`src/rtl/ch_mem_pkg.sv`:
```
// Shared definitions for the ch_mem loader and layer scheduler: state
// encoding, default geometry and counter width helpers.
package ch_mem_pkg;

    localparam int QUAN_SIZE_DEF         = 4;
    localparam int CHECK_PARALLELISM_DEF = 85;
    localparam int ROW_CHUNK_NUM_DEF     = 9;
    localparam int LAYER_NUM_DEF         = 3;

    typedef enum logic [1:0] {
        ST_IDLE   = 2'd0,
        ST_LOAD   = 2'd1,
        ST_DECODE = 2'd2
    } ld_state_e;

    // Number of chunk slots held by one ch_mem lane.
    function automatic int depth_of(input int row_chunks, input int layers);
        return row_chunks * layers;
    endfunction

    // Bits needed to index n positions; never narrower than one bit.
    function automatic int cnt_width(input int n);
        return (n > 1) ? $clog2(n) : 1;
    endfunction

endpackage

```
`src/rtl/ch_pos_counter.sv`:
```
// Chunk/layer rotation position counter. Chunk wraps into layer, layer
// wraps to zero, so the pair walks all ROW_CHUNK_NUM*LAYER_NUM slots.
module ch_pos_counter
    import ch_mem_pkg::*;
#(
    parameter int ROW_CHUNK_NUM = ROW_CHUNK_NUM_DEF,
    parameter int LAYER_NUM     = LAYER_NUM_DEF,
    localparam int CHUNK_W      = cnt_width(ROW_CHUNK_NUM),
    localparam int LAYER_W      = cnt_width(LAYER_NUM)
) (
    input  logic               sys_clk,
    input  logic               rstn,
    input  logic               clr_i,
    input  logic               en_i,
    output logic [CHUNK_W-1:0] chunk_idx_o,
    output logic [LAYER_W-1:0] layer_idx_o
);

    logic [CHUNK_W-1:0] chunk_q, chunk_d;
    logic [LAYER_W-1:0] layer_q, layer_d;

    // Next position: clear wins over advance; chunk wrap carries into layer.
    always_comb begin
        chunk_d = chunk_q;
        layer_d = layer_q;
        if (clr_i) begin
            chunk_d = '0;
            layer_d = '0;
        end else if (en_i) begin
            if (chunk_q == CHUNK_W'(ROW_CHUNK_NUM - 1)) begin
                chunk_d = '0;
                if (layer_q == LAYER_W'(LAYER_NUM - 1)) begin
                    layer_d = '0;
                end else begin
                    layer_d = layer_q + LAYER_W'(1);
                end
            end else begin
                chunk_d = chunk_q + CHUNK_W'(1);
                layer_d = layer_q;
            end
        end else begin
            chunk_d = chunk_q;
            layer_d = layer_q;
        end
    end

    // Position registers with synchronous active-low reset.
    always_ff @(posedge sys_clk) begin
        if (!rstn) begin
            chunk_q <= '0;
            layer_q <= '0;
        end else begin
            chunk_q <= chunk_d;
            layer_q <= layer_d;
        end
    end

    assign chunk_idx_o = chunk_q;
    assign layer_idx_o = layer_q;

endmodule

```
`src/rtl/ch_msg_loader.sv`:
```
// Channel message loader: streams DEPTH row chunks into the ch_mem lane
// array, then turns decoder shift requests into ch_en pulses while
// tracking the rotation position for the layer scheduler.
module ch_msg_loader
    import ch_mem_pkg::*;
#(
    parameter int QUAN_SIZE         = QUAN_SIZE_DEF,
    parameter int CHECK_PARALLELISM = CHECK_PARALLELISM_DEF,
    parameter int ROW_CHUNK_NUM     = ROW_CHUNK_NUM_DEF,
    parameter int LAYER_NUM         = LAYER_NUM_DEF,
    localparam int BUS_W            = CHECK_PARALLELISM * QUAN_SIZE,
    localparam int CHUNK_W          = cnt_width(ROW_CHUNK_NUM),
    localparam int LAYER_W          = cnt_width(LAYER_NUM)
) (
    input  logic               sys_clk,
    input  logic               rstn,
    input  logic               frame_start,
    input  logic               in_valid,
    output logic               in_ready,
    input  logic [BUS_W-1:0]   in_data,
    input  logic               dec_shift_req,
    output logic [BUS_W-1:0]   ch_msg_bus,
    output logic               v2c_src,
    output logic               ch_en,
    output logic               load_done,
    output logic               busy,
    output logic [CHUNK_W-1:0] chunk_idx,
    output logic [LAYER_W-1:0] layer_idx
);

    localparam int DEPTH  = depth_of(ROW_CHUNK_NUM, LAYER_NUM);
    localparam int LOAD_W = cnt_width(DEPTH + 1);

    ld_state_e          state_q, state_d;
    logic [LOAD_W-1:0]  load_cnt_q, load_cnt_d;
    logic [BUS_W-1:0]   bus_q;
    logic               v2c_q, en_q, done_q;

    logic               accept_s;
    logic               last_s;
    logic               shift_s;
    logic               pos_clr_s;

    // Next state, beat acceptance and shift issue; frame_start overrides
    // any same-cycle beat or shift request.
    always_comb begin
        state_d    = state_q;
        load_cnt_d = load_cnt_q;
        accept_s   = 1'b0;
        last_s     = 1'b0;
        shift_s    = 1'b0;
        pos_clr_s  = frame_start;
        case (state_q)
            ST_IDLE: begin
                if (frame_start) begin
                    state_d    = ST_LOAD;
                    load_cnt_d = '0;
                end else begin
                    state_d = ST_IDLE;
                end
            end
            ST_LOAD: begin
                if (frame_start) begin
                    state_d    = ST_LOAD;
                    load_cnt_d = '0;
                end else if (in_valid) begin
                    accept_s   = 1'b1;
                    load_cnt_d = load_cnt_q + LOAD_W'(1);
                    if (load_cnt_q == LOAD_W'(DEPTH - 1)) begin
                        state_d = ST_DECODE;
                        last_s  = 1'b1;
                    end else begin
                        state_d = ST_LOAD;
                    end
                end else begin
                    state_d = ST_LOAD;
                end
            end
            ST_DECODE: begin
                if (frame_start) begin
                    state_d    = ST_LOAD;
                    load_cnt_d = '0;
                end else begin
                    state_d = ST_DECODE;
                    shift_s = dec_shift_req;
                end
            end
            default: begin
                state_d    = ST_IDLE;
                load_cnt_d = '0;
            end
        endcase
    end

    // State and load counter registers.
    always_ff @(posedge sys_clk) begin
        if (!rstn) begin
            state_q    <= ST_IDLE;
            load_cnt_q <= '0;
        end else begin
            state_q    <= state_d;
            load_cnt_q <= load_cnt_d;
        end
    end

    // Registered drive of the ch_mem bus and strobes, one cycle after the
    // accept or request; the bus holds its last beat between accepts.
    always_ff @(posedge sys_clk) begin
        if (!rstn) begin
            bus_q  <= '0;
            v2c_q  <= 1'b0;
            en_q   <= 1'b0;
            done_q <= 1'b0;
        end else begin
            bus_q  <= accept_s ? in_data : bus_q;
            v2c_q  <= accept_s;
            en_q   <= accept_s | shift_s;
            done_q <= last_s;
        end
    end

    ch_pos_counter #(
        .ROW_CHUNK_NUM (ROW_CHUNK_NUM),
        .LAYER_NUM     (LAYER_NUM)
    ) u_pos (
        .sys_clk     (sys_clk),
        .rstn        (rstn),
        .clr_i       (pos_clr_s),
        .en_i        (shift_s),
        .chunk_idx_o (chunk_idx),
        .layer_idx_o (layer_idx)
    );

    assign in_ready   = (state_q == ST_LOAD);
    assign busy       = (state_q != ST_IDLE);
    assign ch_msg_bus = bus_q;
    assign v2c_src    = v2c_q;
    assign ch_en      = en_q;
    assign load_done  = done_q;

endmodule
```
`config.mk`:
```
export PLATFORM = sky130hd
export DESIGN_NAME = ch_msg_loader
export DESIGN_NICKNAME = d
export VERILOG_FILES = /design/src/rtl/ch_mem_pkg.sv /design/src/rtl/ch_pos_counter.sv /design/src/rtl/ch_msg_loader.sv
export SDC_FILE = /design/constraint.sdc
export NUM_CORES = 1
export LEC_CHECK = 0
export BUFFER_PORTS_ARGS = -buffer_cell sky130_fd_sc_hd__buf_2
export CORE_AREA = 2 2 272 274
export DETAILED_ROUTE_END_ITERATION = 10
export DIE_AREA = 0 0 274 276
export SLEW_MARGIN = 15
export SYNTH_ARGS = -nofsm -noshare
export SYNTH_HDL_FRONTEND = slang
export SYNTH_SLANG_ARGS = --single-unit
```
`constraint.sdc`:
```
create_clock -name sys_clk -period 1.7 [get_ports sys_clk]
set_input_delay 0.34 -clock sys_clk [delete_from_list [all_inputs] [get_ports sys_clk]]
set_output_delay 0.34 -clock sys_clk [all_outputs]
set_load 0.1 [all_outputs]
```
==> results.yml <==
clocking:
  numCtsBuffers: 41
  clk_path_buf_depth: 3
  insertion_delay_ns: 0.55
  clk_pin_slew_ns: 0.06
  htree_levels: 2
  root_buffer: "clkbuf_16"
  cts_sinks: 356
  cts_tree: "built"
timing:
  timing.final.crit_share: 1.04
  slew-limit-headroom: 0.672
  fmax_ghz: 0.567
  setup-tns-final_ns: -0.113
  timing.hold.ws_ns: 0.0379
  drv_slew: 0
  setup_ws_ns: -0.0650
  setup_violations: 2
  rsz0062_at_grt: "true"
  finalHoldViolCount: 0
  clock_skew_ns: 0.0125
  fin_crit_ns: 1.76
  worst_pin_slew_ns: 0.496
logic_synthesis:
  synth.distinct_cells: 36
  syn-cell-area_um2: 13300
  synth_top_area_cell: "dfxtp_1"
  synth_area_leaders: "dfxtp_1, nand2_1, a21boi_1"
  async_reset_ff_frac: 0
  synth_edf_count: 0
  synth_top_area_share: 0.535
  ys_ff_latch: 356
  synth-xor-area-share: 0
  synthAdderAreaFrac: 0.00376
  synth_common_cells: "nand2_1, dfxtp_1, a21boi_1"
  netlist_instances: 1566
  synth_nets: 1915
  synth_ff_type: "dfxtp_1"
  yosysMostFrequentCell: "nand2_1"
  synth_warnings: 0
  yosysSeqAreaShare: 0.535
  synthMuxAreaShare: 0
  yosys.area_share.simple: 0.210
  synth_top_family_by_area: "simple AND/OR/NAND/NOR gates"
  avgSynthCellArea_um2: 8.51
  synth_compound_area_frac: 0.204
worst_setup_path:
  slowest_delay_ns: 0.36
  worst_setup_path_start_kind: "register"
  reg2regPathDepth: 6
  cpMaxStageDelayCell: "dfxtp_4"
  path_cells: "buf_6 -> or2_4 -> buf_12"
  critPathArrivalTime_ns: 1.42
  crit_type: "register to output port"
  r2r_setup_slack_ns: 0.08
  crit_path_end_kind: "output port"
  reg2reg_from: "state_q[0]"
  timing.rr.end: "u_pos.layer_idx_o[0]"
  critPathTopFamily: "flip-flops"
  critPathRequiredTime_ns: 1.36
  worst-path-max-fanout: 3
  crit_buf_inv: 2
drt:
  drt-initial-drc-count: 618
  viasPerCell: 3.99
  drc_errors: 0
  postRouteAntennaNets: 0
  wl_per_cell_um: 14.4
  num_vias: 13959
  dr.pass1.iters: 6
  drt_wl_total_um: 50300
global_routing:
  grt_max_degree: 57
  antenna_found_initial: 2
  global_route.usage.met3: 0.0322
  first_global_vias: 13816
  gr-usage-met1: 0.138
  grt_overflow: 0
  busiest_layer: "met2"
  grt_pass1_wl_um: 75100
  grt_usage: 0.123
  use_met2: 0.220
run:
  cap_viol_max_count: 0
placement:
  pre_cts_slack_ns: 0.0627
  place.gp.congestion: 0.880
  placed_cells: 3167
  port-buffer-count: 695
  place_area_um2: 18200
  hpwl_um: 35200
floorplan:
  die_w_um: 274
  io_pins: 696
  core.rowCount: 99
  initial_core_util: 0.184
  core_area_um2: 72600
  die_y_um: 276
  die_area_um2: 75600
pwr:
  p_leak_nw: 9.77
  powerDensity_nw_per_um2: 971
  ir_drop_uv: 693
min_path:
  hold_class: "input pin to register"
  hp-start: "in_data[174]"
  holdPathEnd: "ch_msg_bus[174]"
  whs_path_depth: 3
final_layout:
  layoutNonFillerInstCount: 3499
  stdcell_area_um2: 23200
  area_growth_pct: 73.8
  fill_cells: 7534
  drive_gt1_frac: 0.336
  nets: 2859
status:
  status: "complete, but fails checks"
  violations: "setup timing"
## layout by cell type (no fill, tap or decap), types with 5 or more instances in the layout
cell type / n
a21boi_1: 269
a21oi_1: 9
clkinv_2: 5
buf_12: 17
nand2_1: 687
a21boi_0: 73
dfxtp_1: 349
buf_2: 361
bufinv_16: 9
buf_4: 231
dlygate4sd3_1: 247
clkbuf_8: 12
nand3_1: 5
inv_1: 7
clkbuf_4: 155
o21ai_0: 6
clkbuf_16: 44
buf_6: 5
## worst max-delay path by stage
stage	startpoint	end	depth (start not counted)
detailed placement	frame_start	ch_msg_bus[18]	6
floorplan	u_pos.chunk_idx_o[0]	u_pos.chunk_idx_o[2]	5
global route	state_q[0]	busy	3
finish	state_q[0]	busy	3
global placement	frame_start	ch_msg_bus[11]	6
CTS	state_q[0]	in_ready	3
## power by group
part	internal (mW)	leakage, nW	switching [mW]
Sequential	8.57	2.89	0.125
Clock	6.43	0.764	3.61
Combinational	1.29	6.12	2.45
Total	16.3	9.77	6.19
## layer usage
layer	share of wire	wire length (um)
met5	0.00026	13
met3	0.075	3760
met2	0.49	24500
met4	0.040	1990
met1	0.40	20000
## per-stage QoR
step                      total power [mW]  utilization
after floorplan                       11.1            -
after global placement                12.0        0.250
after detailed placement              12.0        0.250
after CTS                             22.7        0.312
after global routing                  23.3        0.319
final                                 22.5        0.319
## registers in the layout, indices dropped and copies added, names as in the netlist
register           count
ch_en                  1
ch_msg_bus           340
load_cnt_q             5
load_done              1
state_q                2
u_pos.chunk_idx_o      4
u_pos.layer_idx_o      2
v2c_src                1
## kinds of logic (layout without fill, tap and decap cells)
logic type,after synthesis,after routing
simple gates,715,715
compound gates,366,366
flops,356,356
buf+inv,125,1098
fa+ha+maj,4,4
other cells,0,1
## tightest hold or removal path, cell delays in order
cell and delay [ns]:
buf_2 0.10, nand2_1 0.05, a21boi_1 0.05
## final cells by class
| class | count | area, um^2 | share of cell area |
|---|---|---|---|
| antenna | 1 | 2.50 | 0.000108 |
| sequential | 356 | 7140 | 0.308 |
| clock buffer | 57 | 1240 | 0.0535 |
| timing repair buffer | 1019 | 7640 | 0.330 |
| tap | 959 | 1200 | 0.0518 |
| multi-input combinational | 1085 | 5600 | 0.242 |
| inverter | 7 | 26.3 | 0.00113 |
| clock inverter | 15 | 304 | 0.0131 |
## what timing repair did
item	CTS	global route
hold buffers	244	3
gates resized for setup	186	156
cloned	0	1
endpoints found under the setup margin	178	162
setup buffers	7	5
hold endpoints to repair	244	3
pin swaps	1	2
No activity file was read; power rests on OpenSTA's default activity.
